--- config.mk ---
export PLATFORM = sky130hd
export DESIGN_NAME = mips_multicycle_ctrl
export DESIGN_NICKNAME = d
export VERILOG_FILES = /design/src/rtl/mips_multicycle_ctrl_pkg.sv /design/src/rtl/mips_aludec.sv /design/src/rtl/mips_multicycle_ctrl.sv
export SDC_FILE = /design/constraint.sdc
export NUM_CORES = 1
export LEC_CHECK = 0
export BUFFER_PORTS_ARGS = -buffer_cell sky130_fd_sc_hd__buf_4
export CAP_MARGIN = 30
export CORE_MARGIN = 1.5
export CORE_UTILIZATION = 30
export CTS_CLUSTER_SIZE = 28
export DETAILED_ROUTE_END_ITERATION = 10
export PLACE_DENSITY_LB_ADDON = 0.2
export SYNTH_ARGS = -nofsm -noshare
export SYNTH_HDL_FRONTEND = slang
export SYNTH_HIERARCHICAL = 1
export SYNTH_SLANG_ARGS = --single-unit
--- constraint.sdc ---
create_clock -name clk -period 3.5 [get_ports clk]
set_input_delay 0.525 -clock clk [delete_from_list [all_inputs] [get_ports clk]]
set_output_delay 0.525 -clock clk [all_outputs]
set_load 0.05 [all_outputs]
--- src/rtl/mips_multicycle_ctrl_pkg.sv ---
// Shared encodings for the multicycle MIPS controller: FSM states, opcodes, funct codes, ALU codes.
package mips_multicycle_ctrl_pkg;

   typedef enum logic [3:0] {
      S_FETCH   = 4'd0,
      S_DECODE  = 4'd1,
      S_MEMADR  = 4'd2,
      S_MEMRD   = 4'd3,
      S_MEMWB   = 4'd4,
      S_MEMWR   = 4'd5,
      S_RTYPEEX = 4'd6,
      S_RTYPEWB = 4'd7,
      S_BEQEX   = 4'd8,
      S_ADDIEX  = 4'd9,
      S_ADDIWB  = 4'd10,
      S_JEX     = 4'd11
   } state_t;

   localparam logic [5:0] OP_LW    = 6'b100011;
   localparam logic [5:0] OP_SW    = 6'b101011;
   localparam logic [5:0] OP_RTYPE = 6'b000000;
   localparam logic [5:0] OP_BEQ   = 6'b000100;
   localparam logic [5:0] OP_ADDI  = 6'b001000;
   localparam logic [5:0] OP_J     = 6'b000010;

   localparam logic [5:0] F_ADD = 6'b100000;
   localparam logic [5:0] F_AND = 6'b100100;
   localparam logic [5:0] F_OR  = 6'b100101;
   localparam logic [5:0] F_SLT = 6'b101010;

   localparam logic [2:0] ALU_AND = 3'b000;
   localparam logic [2:0] ALU_OR  = 3'b001;
   localparam logic [2:0] ALU_ADD = 3'b010;
   localparam logic [2:0] ALU_EQ  = 3'b100;
   localparam logic [2:0] ALU_SLT = 3'b111;

   localparam logic [1:0] AOP_ADD   = 2'b00;
   localparam logic [1:0] AOP_EQ    = 2'b01;
   localparam logic [1:0] AOP_FUNCT = 2'b10;

endpackage

--- src/rtl/mips_aludec.sv ---
// Combinational ALU decoder: aluop selects add, eq, or a funct-driven operation.
// funct_bad flags an R-type funct this ALU cannot execute.
module mips_aludec
   import mips_multicycle_ctrl_pkg::*;
#(
   parameter int OPW = 6
) (
   input  logic [1:0]     aluop,
   input  logic [OPW-1:0] funct,
   output logic [2:0]     alucontrol,
   output logic           funct_bad
);

   always_comb begin
      alucontrol = ALU_ADD;
      funct_bad  = 1'b0;
      case (aluop)
         AOP_EQ: alucontrol = ALU_EQ;
         AOP_FUNCT: begin
            case (funct)
               F_ADD:   alucontrol = ALU_ADD;
               F_AND:   alucontrol = ALU_AND;
               F_OR:    alucontrol = ALU_OR;
               F_SLT:   alucontrol = ALU_SLT;
               // sub and everything else: no subtractor in this ALU
               default: funct_bad = 1'b1;
            endcase
         end
         default: alucontrol = ALU_ADD;
      endcase
   end

endmodule

--- src/rtl/mips_multicycle_ctrl.sv ---
// Multicycle MIPS main control: Moore FSM over fetch/decode/execute/memory/writeback
// driving datapath selects, write enables and the ALU control code.
module mips_multicycle_ctrl
   import mips_multicycle_ctrl_pkg::*;
#(
   parameter int OPW = 6,
   parameter int STW = 4
) (
   input  logic           clk,
   input  logic           rst_n,
   input  logic [OPW-1:0] op,
   input  logic [OPW-1:0] funct,
   input  logic           alueq,
   output logic           pcen,
   output logic           memwrite,
   output logic           irwrite,
   output logic           regwrite,
   output logic           alusrca,
   output logic [1:0]     alusrcb,
   output logic           iord,
   output logic           memtoreg,
   output logic           regdst,
   output logic [1:0]     pcsrc,
   output logic [2:0]     alucontrol,
   output logic           illegal_op
);

   logic [STW-1:0] state;
   logic [STW-1:0] cur;
   logic [1:0]     aluop;
   logic           pcwrite;
   logic           branch;
   logic           funct_bad;
   logic           op_bad;
   logic           memwrite_s;
   logic           irwrite_s;
   logic           regwrite_s;

   mips_aludec #(.OPW(OPW)) u_aludec (
      .aluop      (aluop),
      .funct      (funct),
      .alucontrol (alucontrol),
      .funct_bad  (funct_bad)
   );

   assign op_bad = !(op == OP_LW || op == OP_SW || op == OP_RTYPE ||
                     op == OP_BEQ || op == OP_ADDI || op == OP_J);

   always_ff @(posedge clk) begin
      if (!rst_n) begin
         state <= S_FETCH;
      end else begin
         case (state)
            S_FETCH:  state <= S_DECODE;
            S_DECODE: begin
               case (op)
                  OP_LW, OP_SW: state <= S_MEMADR;
                  OP_RTYPE:     state <= S_RTYPEEX;
                  OP_BEQ:       state <= S_BEQEX;
                  OP_ADDI:      state <= S_ADDIEX;
                  OP_J:         state <= S_JEX;
                  default:      state <= S_FETCH;
               endcase
            end
            S_MEMADR:  state <= (op == OP_LW) ? S_MEMRD : S_MEMWR;
            S_MEMRD:   state <= S_MEMWB;
            S_RTYPEEX: state <= funct_bad ? S_FETCH : S_RTYPEWB;
            S_ADDIEX:  state <= S_ADDIWB;
            default:   state <= S_FETCH;
         endcase
      end
   end

   // In reset the selects show FETCH values even before the first edge.
   assign cur = rst_n ? state : STW'(S_FETCH);

   always_comb begin
      pcwrite    = 1'b0;
      branch     = 1'b0;
      memwrite_s = 1'b0;
      irwrite_s  = 1'b0;
      regwrite_s = 1'b0;
      alusrca    = 1'b0;
      alusrcb    = 2'b00;
      iord       = 1'b0;
      memtoreg   = 1'b0;
      regdst     = 1'b0;
      pcsrc      = 2'b00;
      aluop      = AOP_ADD;
      illegal_op = 1'b0;
      case (cur)
         S_FETCH: begin
            irwrite_s = 1'b1;
            alusrcb   = 2'b01;
            pcwrite   = 1'b1;
         end
         S_DECODE: begin
            alusrcb    = 2'b11;
            illegal_op = op_bad;
         end
         S_MEMADR: begin
            alusrca = 1'b1;
            alusrcb = 2'b10;
         end
         S_MEMRD: iord = 1'b1;
         S_MEMWB: begin
            memtoreg   = 1'b1;
            regwrite_s = 1'b1;
         end
         S_MEMWR: begin
            iord       = 1'b1;
            memwrite_s = 1'b1;
         end
         S_RTYPEEX: begin
            alusrca    = 1'b1;
            aluop      = AOP_FUNCT;
            illegal_op = funct_bad;
         end
         S_RTYPEWB: begin
            regdst     = 1'b1;
            regwrite_s = 1'b1;
         end
         S_BEQEX: begin
            alusrca = 1'b1;
            aluop   = AOP_EQ;
            pcsrc   = 2'b01;
            branch  = 1'b1;
         end
         S_ADDIEX: begin
            alusrca = 1'b1;
            alusrcb = 2'b10;
         end
         S_ADDIWB: regwrite_s = 1'b1;
         S_JEX: begin
            pcsrc   = 2'b10;
            pcwrite = 1'b1;
         end
         default: ;
      endcase
      if (!rst_n) illegal_op = 1'b0;
   end

   assign pcen     = rst_n & (pcwrite | (branch & alueq));
   assign memwrite = rst_n & memwrite_s;
   assign irwrite  = rst_n & irwrite_s;
   assign regwrite = rst_n & regwrite_s;

endmodule
* Word-level counts from Yosys, hierarchy flattened
Index checks and enable logic that the tools add are counted.
** Operators by class
- Equality and inequality tests :: 27
- Mux-type cells :: 23
- Bitwise operators :: 6
- Reduce and logical (&&, ||, !) cells :: 16
** Operator list (count)
- $eq A6 B6 Y1 const B :: 6
- $pmux W4 S6 :: 1
- $eq A4 B3 Y1 const B :: 5
- $eq A4 B4 Y1 const B :: 5
- $pmux W4 S5 :: 1
- $eq A4 B2 Y1 const B :: 4
- $mux W1 :: 12
- $pmux W3 S3 :: 1
- $eq A4 B1 Y1 const B :: 2
- $logic_not A4 Y1 :: 2
- $pmux W2 S2 :: 2
- $reduce_or A2 Y1 :: 4
- $reduce_or A4 Y1 :: 2
- $eq A6 B2 Y1 const B :: 1
- $eq A6 B3 Y1 const B :: 1
- $eq A6 B4 Y1 const B :: 1
- $logic_not A6 Y1 :: 1
- $mux W3 :: 2
- $pmux W2 S3 :: 1
- $pmux W3 S2 :: 1
- $and A1 B1 Y1 :: 5
- $logic_or A1 B1 Y1 :: 5
- $mux W4 :: 1
- $reduce_or A3 Y1 :: 1
- other kinds (5) :: 5
** Storage, ports and cells
- Bits in registers :: 4
- Output and inout bits :: 16
- Word-level logic and storage cells :: 73

* Longest topological paths before layout
- Word-level depth :: 9
- Depth in mapped cells :: 9
- Gate-level depth less buffers :: 8

* Hierarchy
The synthesis kept the hierarchy.
** Modules (own cells, without submodules)
- mips_multicycle_ctrl :: times used 1, cells each 71, area an instance 513.0 µm²
- mips_aludec :: times used 1, cells each 18, area an instance 122.6 µm²

* Worst setup path before layout
No wires, ideal clock.
- Kind :: input -> output
- From :: input rst_n
- To :: output alucontrol[0]
- Arrival time :: 2.510 ns
- Data required time :: 2.975 ns
- Path slack :: 0.465 ns
- Cell stages on the path :: 6
- Path buffers :: 1
- Cells stage by stage :: buf_2 > nand3_1 > nor2_1 > ha_1 > and3b_1 > nor3b_1
** Between the ends
- Longest elaborated chain between the ends :: 5
- Elaborated cells on any way between the ends :: 7
- Classes of those cells :: 4 x eq/ne; 3 x mux
** Ends and longest elaborated chain
- start: declaration :: RTL line mips_multicycle_ctrl.sv:10 : input logic rst_n,
- $mux W4 * :: RTL line mips_multicycle_ctrl.sv:75 : assign cur = rst_n ? state : STW'(S_FETCH);
- $eq A4 B4 Y1 / $eq A4 B3 Y1 (equally long branches) :: RTL line mips_multicycle_ctrl.sv:91 : case (cur)
- $pmux W2 S2 * :: RTL line mips_multicycle_ctrl.sv:91
- net aluop[1] :: RTL line mips_multicycle_ctrl.sv:30 : logic [1:0] aluop;
- $eq A2 B2 Y1 / $eq A2 B1 Y1 (equally long branches) :: RTL line mips_aludec.sv:17 : case (aluop)
- $pmux W3 S2 * :: RTL line mips_aludec.sv:17
- end: declaration :: RTL line mips_multicycle_ctrl.sv:24 : output logic [2:0] alucontrol,
Mark *: on every way through the listed nets, which the timed path passes. The rest lies on a longest branch.

* Worst setup path in the final report
- From :: register state[2]
- To :: output alucontrol[0]
** Between the ends
- Longest elaborated chain between the ends :: 5
- Elaborated cells on any way between the ends :: 7
- Classes of those cells :: 4 x eq/ne; 3 x mux
** Ends and longest elaborated chain
- start: declaration :: RTL line mips_multicycle_ctrl.sv:28 : logic [STW-1:0] state;
- start signal: assignment :: RTL line mips_multicycle_ctrl.sv:65 : S_MEMADR: state <= (op == OP_LW) ? S_MEMRD : S_MEMWR;
- start signal: assignment :: RTL line mips_multicycle_ctrl.sv:67 : S_RTYPEEX: state <= funct_bad ? S_FETCH : S_RTYPEWB;
- $mux W4 * :: RTL line mips_multicycle_ctrl.sv:75
- $eq A4 B4 Y1 / $eq A4 B3 Y1 (equally long branches) :: RTL line mips_multicycle_ctrl.sv:91
- $pmux W2 S2 * :: RTL line mips_multicycle_ctrl.sv:91
- net aluop[1] :: RTL line mips_multicycle_ctrl.sv:30
- $eq A2 B2 Y1 / $eq A2 B1 Y1 (equally long branches) :: RTL line mips_aludec.sv:17
- $pmux W3 S2 * :: RTL line mips_aludec.sv:17
Marks and branches as above.

==> impl_metrics.env <==
export IMPL_rsz0062_at_grt="false"
export IMPL_worstSetupStartpointType="register"
export IMPL_final_nets=135
export IMPL_drt_total_wl_um=1700
export IMPL_fin_skew_ps=0.780
export IMPL_clock_path_buffers=2
export IMPL_synth_seq_area_share_pct=12.6
export IMPL_grt_first_pass_wirelength_um=2700
export IMPL_core_um2=1980
export IMPL_synth_cell_type_count=37
export IMPL_worst_hold_slack_ps=612
export IMPL_worstPathBufferInverterCount=1
export IMPL_crit_fanout=12
export IMPL_p_int_w=0.000113
export IMPL_critPathCaptureType="primary output"
export IMPL_die_y_um=49.0
export IMPL_setup_viol=0
export IMPL_antenna_found_initial=0
export IMPL_num_antenna_cells=0
export IMPL_ys_warnings_count=6
export IMPL_synth_edff_count=0
export IMPL_numCtsBuffers=3
export IMPL_fillCellCount=216
export IMPL_cts_sinks=4
export IMPL_run_status="complete, no violations"
export IMPL_switchingPower_w=0.0000615
export IMPL_grt_max_degree=14
export IMPL_antenna_left=0
export IMPL_drt_iter0_drc=15
export IMPL_fin_util_pct=44.2
export IMPL_switching_share_pct=35.2
export IMPL_top_regs="state: 4 flops"
export IMPL_dp_hpwl_um=1370
export IMPL_relSlewSlack_pct=65.9
export IMPL_syn_area_per_cell_um2=7.14
export IMPL_synthFlopType="dfxtp_1"
export IMPL_h_tree_depth=1
export IMPL_finalHoldViolCount=0
export IMPL_cpPeakStageDelay_ps=590
export IMPL_drcViolationCount=0
export IMPL_via_per_inst=5.35
export IMPL_cts_tree="done"
export IMPL_dieArea_um2=2400
export IMPL_postLayoutSetupSlackWorst_ps=790
export IMPL_die_width_um=49.0
export IMPL_drive_gt1_share_pct=33.6
export IMPL_largest_register_ffs=4
export IMPL_leakage_nw=0.353
export IMPL_cts_hold_buf=0
export IMPL_required_ps=2970
export IMPL_worstSetupPathType="register to primary output"
export IMPL_ctsResizeCount=0
export IMPL_largest_register="state"
export IMPL_worstMarginPinSlew_ps=511
export IMPL_first_pass_iters=4
export IMPL_hold_class="input pin to register"
export IMPL_critPathTopFamily="simple AND/OR/NAND/NOR gates"
export IMPL_place_area_um2=853
export IMPL_globalplace_congestion=0.754
export IMPL_wl_per_cell_um=11.9
export IMPL_period_share_pct=77.4
export IMPL_area_growth_pct=37.8
export IMPL_ys_ff_latch=4
export IMPL_period_needed_ps=2710
export IMPL_rows=16
export IMPL_combPwrFrac_pct=37.1
export IMPL_async_flop_share_pct=0
export IMPL_pre_cts_ws_ps=1060
export IMPL_synthCells=89
export IMPL_maxCapViolations=0
export IMPL_fmax_mhz=369
export IMPL_clkLatencyLatePin_ps=230
export IMPL_cts_root_buf="clkbuf_4"
export IMPL_start_util_pct=32.1
export IMPL_powerDensity_nw_per_um2=200
export IMPL_crit_chain="nand3_1 > nor2_1 > ha_1 > and3b_1 > nor3b_1 > buf_4"
export IMPL_via_count=765
export IMPL_clkPwrFrac_pct=32.6
export IMPL_path_clk_slew_ps=40
export IMPL_grt_pass1_vias=659
export IMPL_p_seq_share_pct=30.3
export IMPL_fin_setup_tns_ps=0
export IMPL_syn_num_nets=106
export IMPL_grt_use_total_pct=13.7
export IMPL_ios=31
export IMPL_crit_slowest_cell="dfxtp_1"
export IMPL_peakVddDrop_mv=0.0918
export IMPL_post_cts_buffers=0
export IMPL_drv_slew=0
export IMPL_port_buffers=30
export IMPL_synth_area_um2=636
export IMPL_crit_arrival_ps=2190
export IMPL_design_area_um2=876
export IMPL_overflow=0
routing by layer:
metal | up-vias | global-route usage [%] | share of wire (%)
met1 | 338 | 17.8 | 44
met3 | 2 | 0.920 | 6.1
li1 | 386 | - | -
met4 | 0 | 5.71 | 0.71
met5 | - | 0 | 0
met2 | 39 | 23.3 | 49
power by group through the flow:
stage,combinational [W],clock [W],sequential (W)
floorplan,0.0000419,0,0.0000496
global placement,0.0000647,0,0.0000535
detailed placement,0.0000650,0,0.0000537
CTS,0.0000651,0.0000592,0.0000530
global route,0.0000697,0.0000622,0.0000536
finish,0.0000648,0.0000569,0.0000530
cells in the final DEF (no fill, tap or decap), types with 4 or more instances in the layout:
cell type,count
nor3_1,5
nand3_1,5
dfxtp_1,4
o21ai_0,4
inv_1,4
buf_4,30
nor2_1,12
a21oi_1,10
cell usage after synthesis (2+ instances only):
master    number  share of area [%]
nand3_1        5                3.9
nor4_1         3                3.0
buf_2          3                2.4
nand2_1        3                1.8
ha_1           2                3.9
buf_4          2                2.4
o21ai_0        4                3.1
nor2b_1        2                2.0
a31oi_1        3                3.0
nor3b_1        2                2.4
xor2_1         2                2.8
inv_1          4                2.4
a21oi_1       10                7.9
nand4_1        2                2.0
nor2_1        12                7.1
dfxtp_1        4                 13
nor3_1         5                3.9
nand2b_4       2                4.3
metrics by stage:
stage	power, W	cells
2_1_floorplan	0.0000915	89
3_3_place_gp	0.000118	140
3_5_place_dp	0.000119	140
4_1_cts	0.000177	143
5_1_grt	0.000185	143
6_report	0.000175	143
worst reg2reg max path, stage by stage (launching register included):
cell and delay (ps):
dfxtp_1 440, nor2_1 270, and4b_1 280, inv_1 60
ha_1 210, o31a_1 150, nor4b_4 310, nor2_1 90
a211oi_2 190
path summary, 6_finish.rpt:
kind / cells after the start / end / slack (ps) / start
hold reg to reg: 2 / state[1]$_SDFF_PN0_ / 710 / state[1]$_SDFF_PN0_
hold / removal: 3 / state[3]$_SDFF_PN0_ / 610 / rst_n
setup / recovery: 6 / alucontrol[0] / 790 / state[2]$_SDFF_PN0_
setup reg to reg: 8 / state[0]$_SDFF_PN0_ / 1420 / state[1]$_SDFF_PN0_
final cells by class:
class	count	area, µm²	area share [%]
sequential	4	80.1	9.14
timing repair buffer	30	225	25.7
clock buffer	3	22.5	2.57
inverter	5	18.8	2.14
tap	27	33.8	3.86
multi-input combinational	74	495	56.6
logic make-up (layout without fill, tap and decap cells):
family | Yosys count | in the layout | share of synthesized area, %
buffers and inverters | 11 | 38 | 9.45
AO/OA/AOI/OAI | 25 | 25 | 24.8
flip-flops | 4 | 4 | 12.6
adder cells (fa/ha/maj) | 2 | 2 | 3.94
XOR/XNOR | 2 | 2 | 2.76
AND/OR/NAND/NOR | 45 | 45 | 46.5
(Power assumes the default switching activity.)
